File: config.mk
export PLATFORM = sky130hd
export DESIGN_NAME = proc_run_controller
export DESIGN_NICKNAME = d
export VERILOG_FILES = /design/src/rtl/proc_run_controller.sv
export SDC_FILE = /design/constraint.sdc
export NUM_CORES = 1
export LEC_CHECK = 0
export ABC_AREA = 1
export CORE_MARGIN = 2
export CORE_UTILIZATION = 45
export CTS_CLUSTER_SIZE = 28
export DETAILED_ROUTE_END_ITERATION = 10
export MAX_ROUTING_LAYER = met4
export PLACE_DENSITY_LB_ADDON = 0.08
export REMOVE_ABC_BUFFERS = 1
export SLEW_MARGIN = 40
export SYNTH_ARGS = -nofsm -noshare
export SYNTH_HDL_FRONTEND = slang
export SYNTH_SLANG_ARGS = --single-unit
File: constraint.sdc
create_clock -name clk -period 3.6 [get_ports clk]
set_input_delay 0.54 -clock clk [delete_from_list [all_inputs] [get_ports clk]]
set_output_delay 0.54 -clock clk [all_outputs]
set_load 0.01 [all_outputs]
File: src/rtl/proc_run_controller.sv
// proc_run_controller
//   Sequences one processor run: hold the processor in reset, let it run
//   until it halts, is aborted or hits a cycle limit, drain for a few cycles
//   with the clock-enable low, then pulse done. All outputs are registered.
//
// Parameters
//   RESET_HOLD    cycles the processor is held in reset before a run (1..255)
//   DRAIN_CYCLES  cycles with proc_run low after a run, before done (1..255)
//
// Ports
//   clk            in   system clock, rising edge
//   RESET          in   asynchronous active-high controller reset
//   start          in   run request, sampled only in IDLE
//   start_addr     in   [31:0] processor start PC, captured on start acceptance
//   cycle_limit    in   [31:0] max RUN cycles, captured on acceptance, 0 = none
//   abort          in   terminate an in-progress run (HOLD or RUN only)
//   proc_halt      in   processor halt indication, sampled only in RUN
//   proc_reset     out  active-high reset to the processor
//   proc_start_pc  out  [31:0] start PC presented to the processor
//   proc_run       out  processor clock-enable
//   busy           out  high in every state except IDLE
//   done           out  one-cycle completion pulse
//   timeout        out  last run ended by cycle_limit (held until next start)
//   aborted        out  last run ended by abort (held until next start)
//   run_cycles     out  [31:0] cycles proc_run was high in current/last run
//
// state | meaning
// ------+-------------------------------------------------------------
// IDLE  | waiting for start, processor held in reset
// HOLD  | RESET_HOLD cycles of processor reset with start PC presented
// RUN   | processor clock enabled, run_cycles counting
// DRAIN | DRAIN_CYCLES cycles with clock-enable low, reset released
// DONE  | single cycle with done=1, then back to IDLE

module proc_run_controller #(
    parameter int unsigned RESET_HOLD   = 4,
    parameter int unsigned DRAIN_CYCLES = 2
) (
    input  logic        clk,
    input  logic        RESET,
    input  logic        start,
    input  logic [31:0] start_addr,
    input  logic [31:0] cycle_limit,
    input  logic        abort,
    input  logic        proc_halt,
    output logic        proc_reset,
    output logic [31:0] proc_start_pc,
    output logic        proc_run,
    output logic        busy,
    output logic        done,
    output logic        timeout,
    output logic        aborted,
    output logic [31:0] run_cycles
);

    localparam logic [2:0] IDLE  = 3'd0;
    localparam logic [2:0] HOLD  = 3'd1;
    localparam logic [2:0] RUN   = 3'd2;
    localparam logic [2:0] DRAIN = 3'd3;
    localparam logic [2:0] DONE  = 3'd4;

    // Down-counters are loaded with N-1 so the state lasts exactly N cycles,
    // leaving when the count reads zero.
    localparam logic [7:0] HOLD_LOAD  = 8'(RESET_HOLD - 1);
    localparam logic [7:0] DRAIN_LOAD = 8'(DRAIN_CYCLES - 1);

    logic [2:0]  state;
    logic [2:0]  next_state;
    logic [7:0]  tmr;
    logic [31:0] limit_q;
    logic [31:0] run_inc;
    logic        limit_hit;
    logic        run_exit;

    // Saturating increment; the limit compare uses the post-increment value
    // so the run ends after exactly cycle_limit RUN cycles.
    assign run_inc   = (run_cycles == 32'hFFFF_FFFF) ? run_cycles : run_cycles + 32'd1;
    assign limit_hit = (limit_q != 32'd0) && (run_inc == limit_q);
    assign run_exit  = abort || proc_halt || limit_hit;

    always_comb begin
        next_state = state;
        case (state)
            IDLE:    if (start) next_state = HOLD;
            HOLD: begin
                if (abort)             next_state = DONE;
                else if (tmr == 8'd0)  next_state = RUN;
            end
            RUN:     if (run_exit) next_state = DRAIN;
            DRAIN:   if (tmr == 8'd0) next_state = DONE;
            DONE:    next_state = IDLE;
            default: next_state = IDLE;
        endcase
    end

    always_ff @(posedge clk or posedge RESET) begin
        if (RESET) begin
            state         <= IDLE;
            tmr           <= 8'd0;
            limit_q       <= 32'd0;
            proc_reset    <= 1'b1;
            proc_start_pc <= 32'd0;
            proc_run      <= 1'b0;
            busy          <= 1'b0;
            done          <= 1'b0;
            timeout       <= 1'b0;
            aborted       <= 1'b0;
            run_cycles    <= 32'd0;
        end else begin
            state <= next_state;

            // Outputs follow the state being entered so they line up with it.
            proc_reset <= (next_state == IDLE) || (next_state == HOLD);
            proc_run   <= (next_state == RUN);
            busy       <= (next_state != IDLE);
            done       <= (next_state == DONE);

            case (state)
                IDLE: begin
                    if (start) begin
                        proc_start_pc <= start_addr;
                        limit_q       <= cycle_limit;
                        run_cycles    <= 32'd0;
                        timeout       <= 1'b0;
                        aborted       <= 1'b0;
                        tmr           <= HOLD_LOAD;
                    end
                end
                HOLD: begin
                    if (abort) begin
                        aborted <= 1'b1;
                    end else if (tmr != 8'd0) begin
                        tmr <= tmr - 8'd1;
                    end
                end
                RUN: begin
                    run_cycles <= run_inc;
                    if (run_exit) begin
                        tmr <= DRAIN_LOAD;
                        if (abort) begin
                            aborted <= 1'b1;
                        end else if (!proc_halt) begin
                            timeout <= 1'b1;
                        end
                    end
                end
                DRAIN: begin
                    if (tmr != 8'd0) tmr <= tmr - 8'd1;
                end
                default: ;
            endcase
        end
    end

endmodule

# == After elaboration in Yosys (flattened, before gate mapping) ==
# Index checks and enable logic that the tools add are counted.
# W data, S select, Z words.
# word_totals
in_bits,69
reg_bits,113
output_inout_bits,70
elab_cells,66
# op_classes
reduce_logical,18
n_mux,22
n_eq_ne,13
addsub,2
# ops
operator,n
$mux W32,2
$pmux W32 S2,1
$add A32 B1 Y32 const B,1
$eq A32 B32 Y1,1
$eq A32 B32 Y1 const B,1
$mux W8,4
$pmux W8 S4,1
$reduce_bool A32 Y1,1
$mux W3,5
$pmux W3 S4,1
$ne A2 B2 Y1 const B,5
$eq A3 B2 Y1 const B,3
$logic_not A8 Y1,1
$reduce_bool A8 Y1,1
$sub A8 B1 Y8 const B,1
$eq A3 B1 Y1 const B,2
$logic_not A3 Y1,2
$mux W1,6
$reduce_bool A3 Y1,2
$reduce_and A5 Y1,1
$reduce_and A2 Y1,2
$reduce_and A4 Y1,1
$reduce_bool A4 Y1,1
$eq A3 B3 Y1 const B,1
other kinds (6),8

# == Longest topological paths before layout ==
# Gate-level depths: netlist of the first run.
# logic_depth
depth_word,9
depth_mapped,21
mapped_depth_nobuf,20

# == Least setup slack after synthesis of the first run ==
# No wires, ideal clock.
# synth_timing
path_type,reg2reg
from,reg run_cycles[0]
to,reg tmr[6]
path_slack_ns,1.154
required_ns,3.482
stages_incl_launch_ff,21
arrival_ns,2.328
setup_ns,0.118
path_buffers,1
synth_period_minus_slack_ns,2.446
path_cell_list,dfrtp_1 -> ha_1 -> nand2_2 -> nor2_4 -> nand2_4 -> nor2_8 -> nand2_2 -> buf_6 -> nand2_4 -> inv_2 -> nand2_1 -> nand2_1 -> nand3b_1 -> nor2_1 -> nand2_1 -> nor2_2 -> nand2_2 -> nand3_4 -> nand2_4 -> nand2_1 -> nand2_1
# synth_via
elab_chain_len,7
elab_cells_between_ends,8
classes_between,1 x add/sub; 3 x eq/ne; 1 x mux; 3 x reduce/logical
# synth_rtl
item,line,text
"start, declared",53,output logic [31:0] run_cycles
"start signal, assigned",137,run_cycles <= run_inc;
$add A32 B1 Y32 or $eq A32 B32 Y1 (tied branches),77,assign run_inc = (run_cycles == 32'hFFFF_FFFF) ? run_cycles : run_cycles + 32'd1;
$mux W32 (*),77,
$eq A32 B32 Y1 (*),78,assign limit_hit = (limit_q != 32'd0) && (run_inc == limit_q);
$logic_and A1 B1 Y1 (*),78,
$logic_or A1 B1 Y1 (*),79,assign run_exit = abort || proc_halt || limit_hit;
$ne A2 B2 Y1 (no line) (*),n/a,
$reduce_and A4 Y1 (no line) (*),n/a,
"end signal, assigned",133,tmr <= tmr - 8'd1;
"end signal, assigned",148,if (tmr != 8'd0) tmr <= tmr - 8'd1;
"end, declared",69,logic [7:0] tmr;
# Every way passes the cells marked *; elsewhere a longest branch is shown, timed or not.
# A chain may end at the register's enable or synchronous reset.

# == Worst setup path after layout of the first run ==
# layout_timing
from,reg run_cycles[0]
to,reg tmr[0]
# The elaborated chain is that of the path after synthesis.

==> results of run 1 <==
-- cells in the mapped netlist, types with 3 or more instances --
cell | instances | area [µm²]
xor2_1 | 15 | 131
buf_1 | 3 | 11.3
a21oi_1 | 7 | 35.0
nor2_2 | 6 | 37.5
o21ai_0 | 62 | 310
a22o_1 | 5 | 43.8
buf_6 | 3 | 33.8
nor2_1 | 87 | 327
o22ai_1 | 3 | 18.8
nand2_2 | 8 | 50.1
inv_2 | 3 | 11.3
dfrtp_1 | 112 | 2800
nand3_1 | 66 | 330
nor3_1 | 5 | 25.0
nand2_1 | 352 | 1320
nand4_1 | 15 | 93.8
xnor2_1 | 4 | 35.0
nand2_4 | 3 | 33.8
inv_1 | 86 | 323
clkbuf_1 | 15 | 56.3
-- sequential cells by signal, indices dropped and copies added (netlist names) --
| signal | cells |
|---|---|
| done | 1 |
| tmr | 8 |
| aborted | 1 |
| proc_reset | 1 |
| busy | 1 |
| proc_start_pc | 32 |
| state | 3 |
| timeout | 1 |
| limit_q | 32 |
| run_cycles | 32 |
| proc_run | 1 |
-- tightest hold or removal path, delay by kind of cell, from the launching register on --
family,cells,cell delay [ps]
flip-flops,1,340
AND/OR/NAND/NOR,2,100
-- per-stage QoR --
step / instance area (µm²) / TNS [ps]
final: 8450 / 0
after global routing: 8450 / 0
after CTS: 8450 / 0
after detailed placement: 7820 / 0
after global placement: 7820 / 0
after floorplan: 6100 / -78060
-- cells in the final DEF (no fill, tap or decap), types with 7 or more instances in the layout --
cell type          n
clkdlybuf4s50_1  138
buf_4             10
o21ai_0           62
nand4_1           15
nor2_1            86
xor2_1            15
nand3_1           66
dfrtp_1          112
nand2_1          352
nand2_2            8
clkbuf_16         17
inv_1             85
a21oi_1            7
-- cell type report --
cell class,instances,area (µm²)
clock buffers,19,443
repair buffers,150,1490
multi-input cells,652,2940
inverters,90,340
flip-flops and latches,113,2830
clock inverters,13,183
well taps,176,220
fillers,1231,4900
-- layer usage --
metal | GRT usage (%) | part of all wire [%]
met1 | 35.3 | 42
met2 | 44.6 | 47
met3 | 6.37 | 8.4
met4 | 11.8 | 2.9
met5 | - | 0
-- power by group through the flow --
| stage | clock (W) | combinational, W | sequential, W |
|---|---|---|---|
| finish | 0.00181 | 0.00212 | 0.00198 |
| global route | 0.00189 | 0.00239 | 0.00203 |
| CTS | 0.00182 | 0.00214 | 0.00198 |
| detailed placement | 0 | 0.00213 | 0.00199 |
| global placement | 0 | 0.00210 | 0.00199 |
| floorplan | 0 | 0.00115 | 0.00203 |
-- worst min-delay path by stage --
stage | slack, ps | startpoint | to
floorplan | 460 | tmr[0] | tmr[0]
global placement | 450 | proc_start_pc[6] | proc_start_pc[6]
detailed placement | 460 | proc_start_pc[21] | proc_start_pc[21]
CTS | 470 | proc_start_pc[21] | proc_start_pc[21]
global route | 480 | proc_start_pc[30] | proc_start_pc[30]
finish | 470 | proc_start_pc[14] | proc_start_pc[14]
-- logic make-up (layout without fill, tap and decap cells) --
logic type / count (synthesis) / after routing / synth area share [%]
fa+ha+maj: 2 / 2 / 0.402
compound gates: 79 / 79 / 6.80
buf+inv: 114 / 272 / 7.34
xor+xnor: 19 / 19 / 2.67
flops: 113 / 113 / 45.5
simple gates: 552 / 552 / 37.3
==> results.yml, run 1 <==
timing:
  worst_pin_slew_ps: 645
  drv_slew: 0
  holdWs_ps: 467
  hold_violations: 0
  fin_skew_ps: 8.92
  fin_ws_ps: 494
  rsz0062_at_grt: "false"
  setup_viol: 0
  fmax_mhz: 322
  fin_crit_ps: 3110
  slew_headroom_pct: 57.0
  finalCritPeriodShare_pct: 86.3
pwr:
  clock_power_share_pct: 30.6
  p_switching_w: 0.00215
  power.share.combinational_pct: 35.9
  leakage_nw: 3.96
  power_w: 0.00592
  ir_drop_mv: 0.552
  switching_share_pct: 36.4
  power_density_mw_per_mm2: 700
  p_int_w: 0.00377
  power.share.sequential_pct: 33.5
setup_path:
  crit_fanout: 19
  reg2reg_to: "tmr[0]"
  crit_start: "run_cycles[0]"
  crit_path_end: "tmr[0]"
  regToRegSetupSlack_ps: 490
  crit_required_ps: 3920
  critPathTopFamily: "simple AND/OR/NAND/NOR gates"
  arrival_ps: 3430
  crit_chain: "ha_1, nand2_2, nor2_4, nand2_4, nor2_8, nand2_2, buf_4, nand2_2, nor2_1, a21oi_1, nand2_1, nor2_1, nand2_1, nor2_2, nand2_2, nand3_4, nand2_4, nand2_1, nand2_1"
  cp.depth: 19
  crit_path_end_kind: "register"
  slowest_delay_ps: 460
  critPathKind: "reg -> reg"
  r2r-start: "run_cycles[0]"
  cpMaxStageDelayCell: "dfrtp_1"
  cp-start-kind: "register"
  crit_buf_inv: 1
  r2r_cells: 19
route:
  drtIter0Drc: 492
  routedWlPerCell_um: 15.8
  dr_total_vias: 6215
  dr.pass1.iters: 8
  routed_wl_um: 19100
  antenna_left: 0
  vias_per_cell: 5.12
  drc: 0
flow_run:
  drv_cap: 0
clock_network:
  cts.sinks: 113
  ctsHoldBuffers: 0
  numCtsBuffers: 17
  cts.clk_slew.worst_paths_ps: 60
  postCtsSetupBuffers: 0
  htreeDepth: 4
  clockBufferDepth: 2
  clk_latency_ps: 430
  tritoncts: "yes"
  cts-resized-gates: 0
  cts_root_buf: "clkbuf_16"
global_route:
  grt.overflow.total: 0
  antenna_found_initial: 0
  grt_max_degree: 99
  grt_usage_pct: 28.3
  grt_pass1_vias: 5970
  grt_pass1_wl_um: 30600
floorplan:
  core_mm2: 0.0133
  start_util_pct: 46.6
  die_w_um: 122
  row_count: 42
  dieHeight_um: 122
  top_level_ports: 139
  die_area_mm2: 0.0148
synth:
  synth_area_mm2: 0.00622
  netlist_instances: 879
  avgSynthCellArea_um2: 7.08
  synth_edf_count: 0
  ys_warn_count: 0
  synthDistinctLibCells: 34
  seq_area_frac_synth_pct: 45.5
  synth_seq_cells: 113
  dominantRegCellSynth: "dfrtp_1"
  async_flop_share_pct: 100
place:
  gp_congestion: 1.01
  dp_hpwl_um: 14100
  port_buffers: 138
  dp.cells: 1181
  pre_cts_slack_ps: 523
min_path:
  hp-class: "reg -> reg"
  whs_path_depth: 2
cells_and_area:
  n_antenna_cell: 0
  drive_gt1_share_pct: 6.85
  syn_to_final_growth_pct: 35.8
  final_cell_count_no_fill: 1213
  fin_util_pct: 63.3
  nNetsFinal: 1095
status:
  outcome: "finished clean"
Note: power is estimated with default switching activity, not from simulation.
==> inputs of run 2 (changes only) <==
PLACE_DENSITY = 0.73   (was unset)
PLACE_DENSITY_LB_ADDON = unset   (was 0.08)
==> results.yml, run 2 (same netlist as run 1, synthesis figures left out) <==
flow_run:
  drv_cap: 0
place:
  gp_congestion: 0.960
  port_buffers: 138
  dp_hpwl_um: 14900
  placed_area_mm2: 0.00780
timing:
  worst_pin_slew_ps: 635
  finalCritPeriodShare_pct: 79.8
  drv_slew: 0
  fin_skew_ps: 6.40
  rsz0062_at_grt: "false"
  slew_headroom_pct: 57.7
  setup_viol: 0
  fin_tns_setup_ps: 0
  holdWs_ps: 467
  fin_crit_ps: 2870
  fmax_mhz: 348
  hold_violations: 0
clock_network:
  clk_latency_ps: 420
  cts_root_buf: "clkbuf_16"
  htreeDepth: 4
  cts.sinks: 113
  cts.clk_slew.worst_paths_ps: 60
  clockBufferDepth: 2
  postCtsSetupBuffers: 0
  cts-resized-gates: 0
  tritoncts: "yes"
  ctsHoldBuffers: 0
  numCtsBuffers: 17
cells_and_area:
  final-seq-area_mm2: 0.00283
  nNetsFinal: 1091
  top_regs: "limit_q (32), proc_start_pc (32), run_cycles (32)"
  final_common_cell: "nand2_1"
  n_antenna_cell: 0
  fill_cells: 1256
  postLayoutCellArea_mm2: 0.00834
  multi_input_area_mm2: 0.00294
  fin_util_pct: 62.5
  final_cell_mix: "352 x nand2_1, 138 x clkdlybuf4s50_1, 112 x dfrtp_1"
  syn_to_final_growth_pct: 34.1
  drive_gt1_share_pct: 6.68
global_route:
  grt_pass1_wl_um: 31100
  grt_pass1_vias: 5969
  antenna_found_initial: 0
  grt_max_degree: 98
  grt.overflow.total: 0
  grt_usage_pct: 28.8
pwr:
  ir_drop_mv: 0.475
  power_density_mw_per_mm2: 677
  leakage_nw: 3.89
route:
  routedWlPerCell_um: 16.1
  antenna_left: 0
  routed_wl_um: 19500
  drc: 0
  drtIter0Drc: 453
  dr.pass1.iters: 5
  vias_per_cell: 5.08
  dr_total_vias: 6140
floorplan:
  top_level_ports: 139
  row_count: 42
  dieHeight_um: 122
  die_w_um: 122
  start_util_pct: 46.6
  die_area_mm2: 0.0148
  core_mm2: 0.0133
status:
  outcome: "finished clean"
min_path:
  whs_path_depth: 2
  hp-class: "reg -> reg"
  hp-start: "proc_start_pc[4]"
  hold_end: "proc_start_pc[4]"
setup_path:
  critPathKind: "reg -> reg"
  cp-start-kind: "register"
  reg2reg_to: "tmr[7]"
  r2r_cells: 19
  crit_fanout: 48
  arrival_ps: 3180
  regToRegSetupSlack_ps: 730
  r2r-start: "run_cycles[0]"
  crit_path_end_kind: "register"
  crit_required_ps: 3910
==> run 2: changes by cell type in the layout (fill, tap and decap cells not counted), sizes merged <==
cell      previous run  this run
buf                 12         8
bufinv               4         0
clkbuf              19        17
clkinv               7         8
clkinvlp             1         6
==> run 2: worst max path at each step <==
stage,startpoint,endpoint
3_3_place_gp,run_cycles[0],tmr[2]
3_5_place_dp,run_cycles[0],tmr[7]
6_report,run_cycles[0],tmr[7]
4_1_cts,run_cycles[0],tmr[7]
5_1_grt,run_cycles[0],tmr[2]
2_1_floorplan,state[2],aborted
==> run 2: stage by stage <==
stage	worst slack, ps	power [W]	std cells
after floorplan	-1440	0.00317	855
after global placement	787	0.00413	1177
after detailed placement	759	0.00414	1177
after CTS	748	0.00567	1209
after global routing	362	0.00604	1209
final	728	0.00565	1209
==> run 2: critical path, cell delays in order (launching register included) <==
cell and delay, ps:
dfrtp_1 470, ha_1 310, nand2_2 90, nor2_4 150
nand2_4 100, nor2_8 160, nand2_2 80, buf_12 180
nand2_1 170, nor2_1 70, nor2_1 110, nand2_1 70
nor2_1 130, nand2_1 80, nor2_2 110, nand2_2 70
nand3_4 110, nand2_4 120, nand2_1 80, nand2_1 50
==> run 2: cell type report <==
class	instances	area share, %
clock inverters	15	1.35
multi-input cells	652	35.3
repair buffers	146	17.6
inverters	90	4.11
well taps	176	2.64
clock buffers	17	5.10
flip-flops and latches	113	33.9
==> run 2: where the power goes <==
group          total (W)  switching [W]  internal (W)
sequential       0.00199       0.000280       0.00171
combinational    0.00215        0.00127      0.000880
clock            0.00151       0.000632      0.000879
==> run 2: layer usage <==
metal | global-route usage (%) | share of wire (%) | routed length, µm
met4 | 10.4 | 2.9 | 565
met3 | 5.15 | 6.7 | 1310
met5 | - | 0 | 0
met1 | 38.5 | 45 | 8840
met2 | 44.2 | 45 | 8750
==> inputs of run 3 (changes only) <==
PLACE_DENSITY = 0.71   (was 0.73)
clock period = 2.65 ns   (was 3.6 ns; I/O delays follow)
==> results.yml, run 3 (same netlist as run 1, synthesis figures left out) <==
cells_and_area:
  drive_gt1_share_pct: 16.5
  nNetsFinal: 1155
  n_antenna_cell: 0
  top_regs: "limit_q (32), proc_start_pc (32), run_cycles (32)"
  syn_to_final_growth_pct: 47.3
  final_cell_mix: "335 x nand2_1, 138 x clkdlybuf4s50_1, 107 x dfrtp_1"
  fill_cells: 1186
  final_common_cell: "nand2_1"
timing:
  fin_ws_ps: 102
  worst_pin_slew_ps: 619
  fmax_mhz: 392
  rsz0062_at_grt: "true"
  hold_violations: 0
  drv_slew: 0
  fin_skew_ps: 7.16
  setup_viol: 0
  fin_crit_ps: 2550
  finalCritPeriodShare_pct: 96.2
  slew_headroom_pct: 58.7
setup_path:
  crit_start: "run_cycles[1]"
  crit_required_ps: 2950
  crit_path_end_kind: "register"
  crit_chain: "ha_4, nand2_4, nor2_4, nand2_4, nor2_8, buf_6, nand4_1, nand3_1, nand2_2, nor2_1, nand2_1, nor2_1, nand2_1, nor2_4, nand2_2, nand3_4, nand2_4, nand2_2, nand2_1"
  reg2reg_to: "tmr[0]"
  cp-start-kind: "register"
  crit_fanout: 5
  arrival_ps: 2850
  cpMaxStageDelayCell: "dfrtp_1"
  crit_buf_inv: 1
  regToRegSetupSlack_ps: 100
  r2r_cells: 19
  critPathTopFamily: "simple AND/OR/NAND/NOR gates"
  cp.depth: 19
  slowest_delay_ps: 410
  critPathKind: "reg -> reg"
  r2r-start: "run_cycles[1]"
global_route:
  antenna_found_initial: 0
  grt_usage_pct: 30.5
  grt_pass1_vias: 6245
  grt_max_degree: 98
  grt.overflow.total: 0
  grt_pass1_wl_um: 32600
place:
  gp_congestion: 0.959
  dp_hpwl_um: 16000
  port_buffers: 138
  pre_cts_slack_ps: -24.9
pwr:
  p_int_w: 0.00519
  switching_share_pct: 37.2
  p_switching_w: 0.00307
  power.share.combinational_pct: 37.2
  power_density_mw_per_mm2: 902
  ir_drop_mv: 0.759
  leakage_nw: 4.32
  power_w: 0.00827
  power.share.sequential_pct: 32.6
  clock_power_share_pct: 30.2
flow_run:
  drv_cap: 0
route:
  routed_wl_um: 21100
  drc: 0
  dr.pass1.iters: 5
  drtIter0Drc: 473
  vias_per_cell: 5.08
  antenna_left: 0
  dr_total_vias: 6464
  routedWlPerCell_um: 16.6
clock_network:
  numCtsBuffers: 17
  cts_root_buf: "clkbuf_16"
  clk_latency_ps: 420
  htreeDepth: 4
  cts.clk_slew.worst_paths_ps: 60
  cts.sinks: 113
  clockBufferDepth: 2
  ctsHoldBuffers: 0
  tritoncts: "yes"
floorplan:
  start_util_pct: 46.6
  die_area_mm2: 0.0148
  row_count: 42
  dieHeight_um: 122
  die_w_um: 122
  top_level_ports: 139
  core_mm2: 0.0133
min_path:
  hp-class: "in -> async"
status:
  outcome: "finished clean"
run 3: metal layers:
metal / track usage [%] / up-vias / share of wire [%]
li1: - / 3170 / -
met1: 38.5 / 2979 / 42
met2: 47.8 / 267 / 47
met3: 7.72 / 48 / 7.8
met4: 10.9 / 0 / 3.3
met5: - / - / 0
run 3: worst max path at each step:
stage	endpoint	slack, ps
6_report	tmr[0]	100
5_1_grt	tmr[0]	-60
4_1_cts	tmr[2]	5
3_5_place_dp	tmr[2]	-20
3_3_place_gp	tmr[7]	10
2_1_floorplan	aborted	-2390
run 3: through the flow:
stage	util [%]	instance area, µm²	hold WS [ps]	TNS, ps	instances
final	68.7	9170	294	0	1273
after global routing	68.7	9170	306	-303	1273
after CTS	66.1	8820	299	0	1258
after detailed placement	61.2	8170	457	-139	1226
after global placement	61.2	8170	453	0	1226
after floorplan	-	6100	464	-254380	855
run 3: power by group through the flow:
stage                     logic [W]  registers, W  clock network, W
final                       0.00308       0.00270           0.00249
after global placement      0.00293       0.00270                 0
after floorplan             0.00156       0.00276                 0
after detailed placement    0.00295       0.00269                 0
after global routing        0.00345       0.00276           0.00262
after CTS                   0.00297       0.00269           0.00252
run 3: area by class of cell:
class | count | area (µm²) | area share, %
inverter | 90 | 344 | 3.75
multi-input combinational | 653 | 3160 | 34.4
clock inverter | 14 | 201 | 2.20
clock buffer | 18 | 439 | 4.79
tap | 176 | 220 | 2.40
timing repair buffer | 209 | 1970 | 21.5
sequential | 113 | 2840 | 30.9
run 3: what timing repair did:
| action | 4_1_cts | 5_1_grt |
|---|---|---|
| cloned | 0 | 1 |
| pin swaps | 1 | 29 |
| setup buffers | 0 | 14 |
| gates resized for setup | 2 | 65 |
| setup endpoints to repair | 9 | 12 |
